[src/rtl/main_fsm_if.sv]
// Control bundle between the main FSM and the datapath / ALU decoder.
// master = controller side, slave = datapath side.
interface main_fsm_if;
  logic [1:0] op;
  logic [5:0] funct;
  logic       mem_ready;
  logic       ir_write;
  logic       adr_src;
  logic       alu_src_a;
  logic [1:0] alu_src_b;
  logic [1:0] result_src;
  logic       next_pc;
  logic       reg_w;
  logic       mem_w;
  logic       branch;
  logic       alu_op;
  logic       undef;
  logic       mem_err;
  logic [3:0] state;

  modport master (
    input  op, funct, mem_ready,
    output ir_write, adr_src, alu_src_a, alu_src_b, result_src, next_pc,
           reg_w, mem_w, branch, alu_op, undef, mem_err, state
  );

  modport slave (
    output op, funct, mem_ready,
    input  ir_write, adr_src, alu_src_a, alu_src_b, result_src, next_pc,
           reg_w, mem_w, branch, alu_op, undef, mem_err, state
  );
endinterface

[src/rtl/main_fsm.sv]
// Multicycle ARM main controller: FETCH/DECODE/EXECUTE/WRITEBACK sequencing
// with a memory-wait timeout that aborts back to FETCH.
module main_fsm #(
  parameter int unsigned MEM_TIMEOUT = 15
) (
  input  logic       clk,
  input  logic       reset_n,
  main_fsm_if.master bus
);

  localparam int unsigned CW = (MEM_TIMEOUT > 0) ? $clog2(MEM_TIMEOUT + 1) : 1;
  localparam logic [CW-1:0] CNT_MAX = CW'(MEM_TIMEOUT);

  typedef enum logic [3:0] {
    FETCH    = 4'd0,
    DECODE   = 4'd1,
    MEMADR   = 4'd2,
    MEMREAD  = 4'd3,
    MEMWB    = 4'd4,
    MEMWRITE = 4'd5,
    EXECUTER = 4'd6,
    EXECUTEI = 4'd7,
    ALUWB    = 4'd8,
    BRANCH   = 4'd9
  } state_t;

  state_t        state_q, state_d;
  logic [CW-1:0] wait_cnt_q, wait_cnt_d;

  logic       wait_st, timeout;
  logic       ir_write_c, next_pc_c, reg_w_c, mem_w_c, undef_c, mem_err_c;
  logic       adr_src_c, alu_src_a_c, branch_c, alu_op_c;
  logic [1:0] alu_src_b_c, result_src_c;
  logic       unused_funct;

  assign unused_funct = ^bus.funct[4:1];

  assign wait_st = (state_q == FETCH) || (state_q == MEMREAD) || (state_q == MEMWRITE);
  assign timeout = (MEM_TIMEOUT != 0) && wait_st && (wait_cnt_q == CNT_MAX) && !bus.mem_ready;

  always_ff @(posedge clk or negedge reset_n) begin
    if (!reset_n) begin
      state_q    <= FETCH;
      wait_cnt_q <= '0;
    end else begin
      state_q    <= state_d;
      wait_cnt_q <= wait_cnt_d;
    end
  end

  always_comb begin
    state_d      = state_q;
    ir_write_c   = 1'b0;
    next_pc_c    = 1'b0;
    reg_w_c      = 1'b0;
    mem_w_c      = 1'b0;
    undef_c      = 1'b0;
    mem_err_c    = 1'b0;
    adr_src_c    = 1'b0;
    alu_src_a_c  = 1'b0;
    branch_c     = 1'b0;
    alu_op_c     = 1'b0;
    alu_src_b_c  = 2'b00;
    result_src_c = 2'b00;

    case (state_q)
      FETCH: begin
        alu_src_a_c  = 1'b1;
        alu_src_b_c  = 2'b10;
        result_src_c = 2'b10;
        ir_write_c   = bus.mem_ready;
        next_pc_c    = bus.mem_ready;
        if (bus.mem_ready) state_d = DECODE;
      end
      DECODE: begin
        alu_src_a_c  = 1'b1;
        alu_src_b_c  = 2'b10;
        result_src_c = 2'b10;
        case (bus.op)
          2'b00:   state_d = bus.funct[5] ? EXECUTEI : EXECUTER;
          2'b01:   state_d = MEMADR;
          2'b10:   state_d = BRANCH;
          default: begin
            state_d = FETCH;
            undef_c = 1'b1;
          end
        endcase
      end
      MEMADR: begin
        alu_src_b_c = 2'b01;
        state_d     = bus.funct[0] ? MEMREAD : MEMWRITE;
      end
      MEMREAD: begin
        adr_src_c = 1'b1;
        if (bus.mem_ready) state_d = MEMWB;
      end
      MEMWB: begin
        result_src_c = 2'b01;
        reg_w_c      = 1'b1;
        state_d      = FETCH;
      end
      MEMWRITE: begin
        adr_src_c = 1'b1;
        mem_w_c   = 1'b1;
        if (bus.mem_ready) state_d = FETCH;
      end
      EXECUTER: begin
        alu_op_c = 1'b1;
        state_d  = ALUWB;
      end
      EXECUTEI: begin
        alu_src_b_c = 2'b01;
        alu_op_c    = 1'b1;
        state_d     = ALUWB;
      end
      ALUWB: begin
        reg_w_c = 1'b1;
        state_d = FETCH;
      end
      BRANCH: begin
        alu_src_b_c  = 2'b01;
        result_src_c = 2'b10;
        branch_c     = 1'b1;
        state_d      = FETCH;
      end
      default: state_d = FETCH;
    endcase

    // Abort overrides only the next state; per-state enables keep their values this cycle.
    if (timeout) begin
      mem_err_c = 1'b1;
      state_d   = FETCH;
    end
  end

  // FETCH->FETCH on timeout is not a state change, so it needs its own clear.
  always_comb begin
    wait_cnt_d = wait_cnt_q;
    if ((state_d != state_q) || timeout) begin
      wait_cnt_d = '0;
    end else if (wait_st && !bus.mem_ready && (wait_cnt_q != CNT_MAX)) begin
      wait_cnt_d = wait_cnt_q + 1'b1;
    end
  end

  assign bus.ir_write   = ir_write_c & reset_n;
  assign bus.next_pc    = next_pc_c  & reset_n;
  assign bus.reg_w      = reg_w_c    & reset_n;
  assign bus.mem_w      = mem_w_c    & reset_n;
  assign bus.undef      = undef_c    & reset_n;
  assign bus.mem_err    = mem_err_c  & reset_n;
  assign bus.adr_src    = adr_src_c;
  assign bus.alu_src_a  = alu_src_a_c;
  assign bus.alu_src_b  = alu_src_b_c;
  assign bus.result_src = result_src_c;
  assign bus.branch     = branch_c;
  assign bus.alu_op     = alu_op_c;
  assign bus.state      = state_q;

endmodule

[src/flat_wrapper.sv]
// flat-port wrapper written by rule: the top's interface ports become plain ports
module main_fsm_flat 
#(
  parameter int unsigned MEM_TIMEOUT = 15
)
  (clk, reset_n, bus_op, bus_funct, bus_mem_ready, bus_ir_write, bus_adr_src, bus_alu_src_a, bus_alu_src_b, bus_result_src, bus_next_pc, bus_reg_w, bus_mem_w, bus_branch, bus_alu_op, bus_undef, bus_mem_err, bus_state);
  main_fsm_if bus_i ();
  input  logic clk;
  input  logic reset_n;
  input wire logic [$bits(bus_i.op)-1:0] bus_op;
  input wire logic [$bits(bus_i.funct)-1:0] bus_funct;
  input wire logic [$bits(bus_i.mem_ready)-1:0] bus_mem_ready;
  output wire logic [$bits(bus_i.ir_write)-1:0] bus_ir_write;
  output wire logic [$bits(bus_i.adr_src)-1:0] bus_adr_src;
  output wire logic [$bits(bus_i.alu_src_a)-1:0] bus_alu_src_a;
  output wire logic [$bits(bus_i.alu_src_b)-1:0] bus_alu_src_b;
  output wire logic [$bits(bus_i.result_src)-1:0] bus_result_src;
  output wire logic [$bits(bus_i.next_pc)-1:0] bus_next_pc;
  output wire logic [$bits(bus_i.reg_w)-1:0] bus_reg_w;
  output wire logic [$bits(bus_i.mem_w)-1:0] bus_mem_w;
  output wire logic [$bits(bus_i.branch)-1:0] bus_branch;
  output wire logic [$bits(bus_i.alu_op)-1:0] bus_alu_op;
  output wire logic [$bits(bus_i.undef)-1:0] bus_undef;
  output wire logic [$bits(bus_i.mem_err)-1:0] bus_mem_err;
  output wire logic [$bits(bus_i.state)-1:0] bus_state;
  assign bus_i.op = bus_op;
  assign bus_i.funct = bus_funct;
  assign bus_i.mem_ready = bus_mem_ready;
  assign bus_ir_write = bus_i.ir_write;
  assign bus_adr_src = bus_i.adr_src;
  assign bus_alu_src_a = bus_i.alu_src_a;
  assign bus_alu_src_b = bus_i.alu_src_b;
  assign bus_result_src = bus_i.result_src;
  assign bus_next_pc = bus_i.next_pc;
  assign bus_reg_w = bus_i.reg_w;
  assign bus_mem_w = bus_i.mem_w;
  assign bus_branch = bus_i.branch;
  assign bus_alu_op = bus_i.alu_op;
  assign bus_undef = bus_i.undef;
  assign bus_mem_err = bus_i.mem_err;
  assign bus_state = bus_i.state;
  main_fsm #(.MEM_TIMEOUT(MEM_TIMEOUT)) u_core (.clk(clk), .reset_n(reset_n), .bus(bus_i));
endmodule
[config.mk]
export PLATFORM = sky130hd
export DESIGN_NAME = main_fsm_flat
export DESIGN_NICKNAME = d
export VERILOG_FILES = /design/src/rtl/main_fsm_if.sv /design/src/rtl/main_fsm.sv /design/src/flat_wrapper.sv
export SDC_FILE = /design/constraint.sdc
export NUM_CORES = 1
export LEC_CHECK = 0
export CAP_MARGIN = 20
export CORE_UTILIZATION = 39
export CTS_CLUSTER_DIAMETER = 100
export DETAILED_ROUTE_END_ITERATION = 8
export GPL_TIMING_DRIVEN = 0
export PLACE_DENSITY_LB_ADDON = 0.3
export SYNTH_ARGS = -nofsm -noshare
export SYNTH_HDL_FRONTEND = slang
export SYNTH_SLANG_ARGS = --single-unit
[constraint.sdc]
create_clock -name clk -period 2.21 [get_ports clk]
set_clock_uncertainty 0.15 [all_clocks]
set_input_delay 0.5525 -clock clk [delete_from_list [all_inputs] [get_ports clk]]
set_output_delay 0.5525 -clock clk [all_outputs]
set_load 0.05 [all_outputs]
==> out/summary.txt <==
Post-Syn Area - 796 µm²
Share of cells above drive strength 1 - 58.0%
Reg area - 205 µm²
Syn avg cell area - 7.96 µm²
Max Freq - 0.403 GHz
Synth Flop Type - dfrtp_1
Cts hold-fix bufs - 0
Failing checks - negative setup slack
Relative slew slack - 60.3%
H-tree depth - 1
Status - finished, violations left
Number of CTS-inserted buffers - 3
Synthesis-to-layout area growth - 87.6%
DRT iter0 DRCs - 24
Area of the multi-input gates - 714 µm²
Post-synthesis sequential area ratio - 25.2%
CP max FO - 4
Clock Latency Late Sink - 250 ps
Maximum root-to-sink buffer count - 2
Number of antenna violations at the first check in global routing - 0
Largest net degree at the start of global routing - 13
Die area - 2230 µm²
Final ANT Viol Nets - 0
Worst slew pin tran - 594 ps
# diodes - 0
GPL Wtd Cong - 0.862
RSZ-0062 raised after global routing - yes
Clk sinks - 8
IO Pins - 29
Num rows - 15
Fillers - 107
DRC - 0
WP data required - 1510 ps
R2R Setup Slk - -90 ps
Arrival time worst endpoint - 1780 ps
Synth Warn # - 0
Initial cell density of the core - 43.7%
First-pass GRT wire length - 3640 µm
Ratio of final minimum period to clock period - 112%
Global-route usage over all layers - 23.1%
Number of vias per cell - 5.77
Setup crit end kind - output pin
Power Density - 1830 nW/µm²
Total iterations of the first detailed-routing run - 4
EDFF count, synth - 0
Leakage - 0.623 nW
Core box area - 1820 µm²
Setup ws final - -270 ps
Fin area - 1490 µm²
Chip height - 47.2 µm
Setup violations, final - 13
Slew Limit Fails - 0
HPWL Detailed - 1570 µm
CTS tree - done
Total Nets Final - 156
#FFs+latches synth - 8
Worst min-delay path category - in -> async
Port Buffers - 23
Cell Area, Placed - 1160 µm²
Post-synth ARST share - 100%
CTS root buf - clkbuf_4
Vias - 970
Routed WL - 2900 µm
DP Worst Slack - -1330 ps
Clk pin slew, worst setup/hold paths - 50 ps
Synth unique cells - 40
Worst setup SP type - flop
Critical path type - reg -> out
Syn Nets - 112
Min Tclk post-route - 2480 ps
Power Total - 0.00273 W
Die Span X - 47.2 µm
Vias in the first global route - 821
Final hold violations - 0
Wire per inst - 17.3 µm
Post-Synthesis Cells - 100
Peak supply drop - 0.975 mV
MaxCap Viol Count - 0
GRT overflow - 0
## per-layer routing
metal  track usage (%)  up-vias  share of wire (%)
li1                  -      446                  -
met1              30.4      473                 40
met2              39.4       43                 52
met3              4.23        8                5.6
met4              5.14        0                2.2
met5                 0        -                  0
## layout by cell type, fill, tap and decap left out, types with 3 or more instances in the layout
| cell type | n |
|---|---|
| buf_4 | 17 |
| dfrtp_2 | 4 |
| nand2_1 | 5 |
| clkbuf_4 | 3 |
| dfrtp_1 | 4 |
| nor4_1 | 3 |
| nor2_4 | 4 |
| xor2_1 | 3 |
| nor3_1 | 3 |
| nor2_1 | 4 |
| buf_8 | 6 |
| inv_1 | 3 |
| buf_6 | 16 |
| clkdlybuf4s50_1 | 5 |
| a21oi_1 | 6 |
| nor3_2 | 3 |
## logic make-up after synthesis
logic type                 after synthesis  share of synthesized area (%)
and+or+nand+nor                         48                           32.5
AOI/OAI and AO/OA                       23                           23.7
buffers and inverters                   14                           9.43
DFF                                      8                           25.2
xor gates and xnor gates                 6                           7.55
adders and majority gates                1                           1.57
## worst paths after layout
kind,from,end,cells after the start
min reg2reg,u_core.wait_cnt_q[0]$_DFFE_PN0P_,u_core.wait_cnt_q[0]$_DFFE_PN0P_,2
min in group clk,u_core.wait_cnt_q[0]$_DFFE_PN0P_,u_core.wait_cnt_q[0]$_DFFE_PN0P_,2
max reg2reg,u_core.bus.state[2]$_DFF_PN0_,u_core.wait_cnt_q[0]$_DFFE_PN0P_,10
max in group asynchronous,reset_n,u_core.bus.state[0]$_DFF_PN0_,1
max,u_core.bus.state[3]$_DFF_PN0_,bus_mem_err,4
min,reset_n,u_core.wait_cnt_q[2]$_DFFE_PN0P_,1
## sequential cells by signal, indices dropped and copies added, names as in the netlist
register,count
u_core.bus.state,4
u_core.wait_cnt_q,4
## synthesized netlist by cell type, types with 2 or more instances
cell type | n | area [µm²]
o21ai_0 | 3 | 15.0
buf_4 | 2 | 15.0
xor2_1 | 3 | 26.3
inv_1 | 4 | 15.0
nand2b_1 | 5 | 31.3
or2_2 | 2 | 12.5
nand2_1 | 6 | 22.5
and3_1 | 2 | 12.5
nor2_1 | 10 | 37.5
dfrtp_1 | 8 | 200
buf_2 | 6 | 30.0
nor3_1 | 8 | 40.0
nor4_1 | 5 | 31.3
xnor2_1 | 2 | 17.5
a21oi_1 | 7 | 35.0
a211o_1 | 2 | 17.5
nand3_1 | 2 | 10.0
## metrics by stage
stage	TNS, ps	hold WS [ps]	cells	util, %
2_1_floorplan	-1430	107	100	-
3_3_place_gp	-10170	432	148	63.9
3_5_place_dp	-10440	432	148	63.9
4_1_cts	-1220	111	155	66.3
5_1_grt	-1860	117	168	82.0
6_report	-863	118	168	82.0
## area by class of cell
class	count	share of cell area (%)
Clock buffer	4	1.76
Multi-Input combinational cell	78	47.9
Buffer	10	7.54
Timing Repair Buffer	39	25.7
Sequential cell	8	13.7
Inverter	4	1.26
Tap cell	25	2.10
## worst max-delay path: stages (launching register included)
cell     delay (ps)
dfrtp_2         430
or4_4           550
o22ai_4         190
and3_4          220
buf_8           140
## repair_timing
| item | CTS | global route |
|---|---|---|
| hold endpoints to repair | 0 | 0 |
| gates cloned | 0 | 0 |
| gates resized for setup | 92 | 58 |
| pin swaps | 3 | 13 |
| endpoints found under the setup margin | 17 | 18 |
| setup buffers | 3 | 13 |
## report_power, final
group,internal [W],switching (W),leakage (nW),total (W)
logic,0.00101,0.00138,0.506,0.00239
registers,0.000193,0.0000325,0.102,0.000225
clock network,0.0000689,0.0000474,0.0150,0.000116
(Power assumes the default switching activity.)
==> edit: new RTL, config.mk and constraints unchanged <==
`MEM_TIMEOUT` is set to 15 in 2 places; all go to 16.
--- a/src/rtl/main_fsm.sv
+++ b/src/rtl/main_fsm.sv
@@ -1,7 +1,7 @@
 // Multicycle ARM main controller: FETCH/DECODE/EXECUTE/WRITEBACK sequencing
 // with a memory-wait timeout that aborts back to FETCH.
 module main_fsm #(
-  parameter int unsigned MEM_TIMEOUT = 15
+  parameter int unsigned MEM_TIMEOUT = 16
 ) (
   input  logic       clk,
   input  logic       reset_n,
--- a/src/flat_wrapper.sv
+++ b/src/flat_wrapper.sv
@@ -1,7 +1,7 @@
 // flat-port wrapper written by rule: the top's interface ports become plain ports
 module main_fsm_flat 
 #(
-  parameter int unsigned MEM_TIMEOUT = 15
+  parameter int unsigned MEM_TIMEOUT = 16
 )
   (clk, reset_n, bus_op, bus_funct, bus_mem_ready, bus_ir_write, bus_adr_src, bus_alu_src_a, bus_alu_src_b, bus_result_src, bus_next_pc, bus_reg_w, bus_mem_w, bus_branch, bus_alu_op, bus_undef, bus_mem_err, bus_state);
   main_fsm_if bus_i ();
Function: no difference found for any inputs over 10 cycles, from zero or initial values and one cycle with reset_n low; that may be too few to reach the edited logic, so the function may still have changed.
==> edit against the original RTL <==
- the run still ends with negative setup slack left
- core utilization down 5.2 points
- sequential cell count up 1
- combinational power down 4%
- routed wire length up 12%
- design area up 14%
- synthesized area up 15%
- worst setup slack worse by 0.083 ns
- sequential share of layout area down 0.20 points
- total power down 2.6%
- critical endpoint unchanged
- largest cell class unchanged
==> edit: results (changes against the original RTL) <==
Status
  • Status: finished, violations left (unchanged)
  • Failing checks: negative setup slack (unchanged)

Place
  • DP Wirelength: 1.64 mm (was 1.57 mm)
  • Port Buf Inserts: 24 (was 23)
  • Placed insts: 160 (was 148)
  • Placed inst area: 0.00129 sq mm (was 0.00116 sq mm)

Clock network
  • Post-CTS sizing: 105 (was 92)

Routing
  • Per-cell routed wire length: 17.2 um (was 17.3 um)
  • DR vias/cell: 5.87 (was 5.77)
  • Initial DRC Count: 55 (was 24)

Yosys
  • Synth cell types: 45 (was 40)
  • Compound-Gate Fraction of Synth Area: 21.1% (was 23.7%)
  • XOR/XNOR Fraction of Synth Area: 5.59% (was 7.55%)
  • Syn Nets: 121 (was 112)
  • Commonest cells post-synth: 10 x nor2_1, 9 x dfrtp_1, 8 x nand2_1, 7 x nor3_1 (was 10 x nor2_1, 8 x dfrtp_1, 8 x nor3_1, 7 x a21oi_1)
  • Adder-cell area share of the yosys netlist: 2.72% (was 1.57%)

STA
  • Max-slew headroom: 63.2% (was 60.3%)
  • Final worst slack: -0.353 ns (was -0.270 ns)
  • Final Setup Violations: 18 (was 13)

Cells and area
  • Fin nets: 175 (was 156)

Global route
  • First-pass GRT wire length: 4.31 mm (was 3.64 mm)
  • M1 GR Usage: 26.1% (was 30.4%)
  • Met2 GRT Util: 40.2% (was 39.4%)

Setup path
  • R2R setup slack: -0.34 ns (was -0.09 ns)
  • RR Startpoint: u_core.bus.state[1]$_DFF_PN0_ (was u_core.bus.state[2]$_DFF_PN0_)

Pwr
  • VDD IR-drop max: 0.00107 V (was 0.000975 V)
edit: cell types whose count changed after synthesis, moves of 4 or more:
cell	before	now
nor4_1	5	1
nor3_2	0	5
nand3_1	2	6
buf_2	6	2
edit: metrics by stage:
step	setup slack [ns]	hold slack, ns	power [mW]	TNS, ns	utilization, %
final	-0.353	0.125	2.66	-3.70	76.8
after global routing	-0.395	0.153	2.77	-4.36	76.8
after CTS	-0.385	0.108	2.13	-0.960	64.9
after detailed placement	-1.26	0.426	1.80	-11.62	58.3
after global placement	-1.26	0.411	1.78	-11.24	58.3
after floorplan	-0.262	0.107	1.44	-1.03	-
edit: final cells by class:
cell class	count	area [sq um]
Fill cell	137	513
Multi-Input combinational cell	84	795
Buffer	7	82.6
Sequential cell	9	230
Timing Repair Buffer	51	504
Clock buffer	4	26.3
Inverter	6	26.3
Tap cell	28	35.0
edit: worst register-to-register path, delay by kind of cell, from the launching register on:
| family | cells | cell delay [ns] |
|---|---|---|
| xor+xnor | 1 | 0.20 |
| compound gates | 3 | 0.89 |
| simple gates | 1 | 0.17 |
| flops | 1 | 0.40 |
| buf+inv | 5 | 0.66 |
edit: final timing paths:
kind,end,cells after the start
worst min-delay path,u_core.wait_cnt_q[1]$_DFFE_PN0P_,1
worst max-delay path,bus_mem_err,5
worst max register to register,u_core.wait_cnt_q[4]$_DFFE_PN0P_,10
min in group clk,u_core.bus.state[3]$_DFF_PN0_,2
max in group asynchronous,u_core.bus.state[3]$_DFF_PN0_,1
worst min register to register,u_core.bus.state[3]$_DFF_PN0_,2
edit: report_power, final:
| group | total [mW] | switching [mW] | internal [mW] |
|---|---|---|---|
| registers | 0.244 | 0.0385 | 0.206 |
| logic | 2.29 | 1.29 | 1.00 |
| clock network | 0.128 | 0.0582 | 0.0696 |
| total | 2.66 | 1.38 | 1.28 |
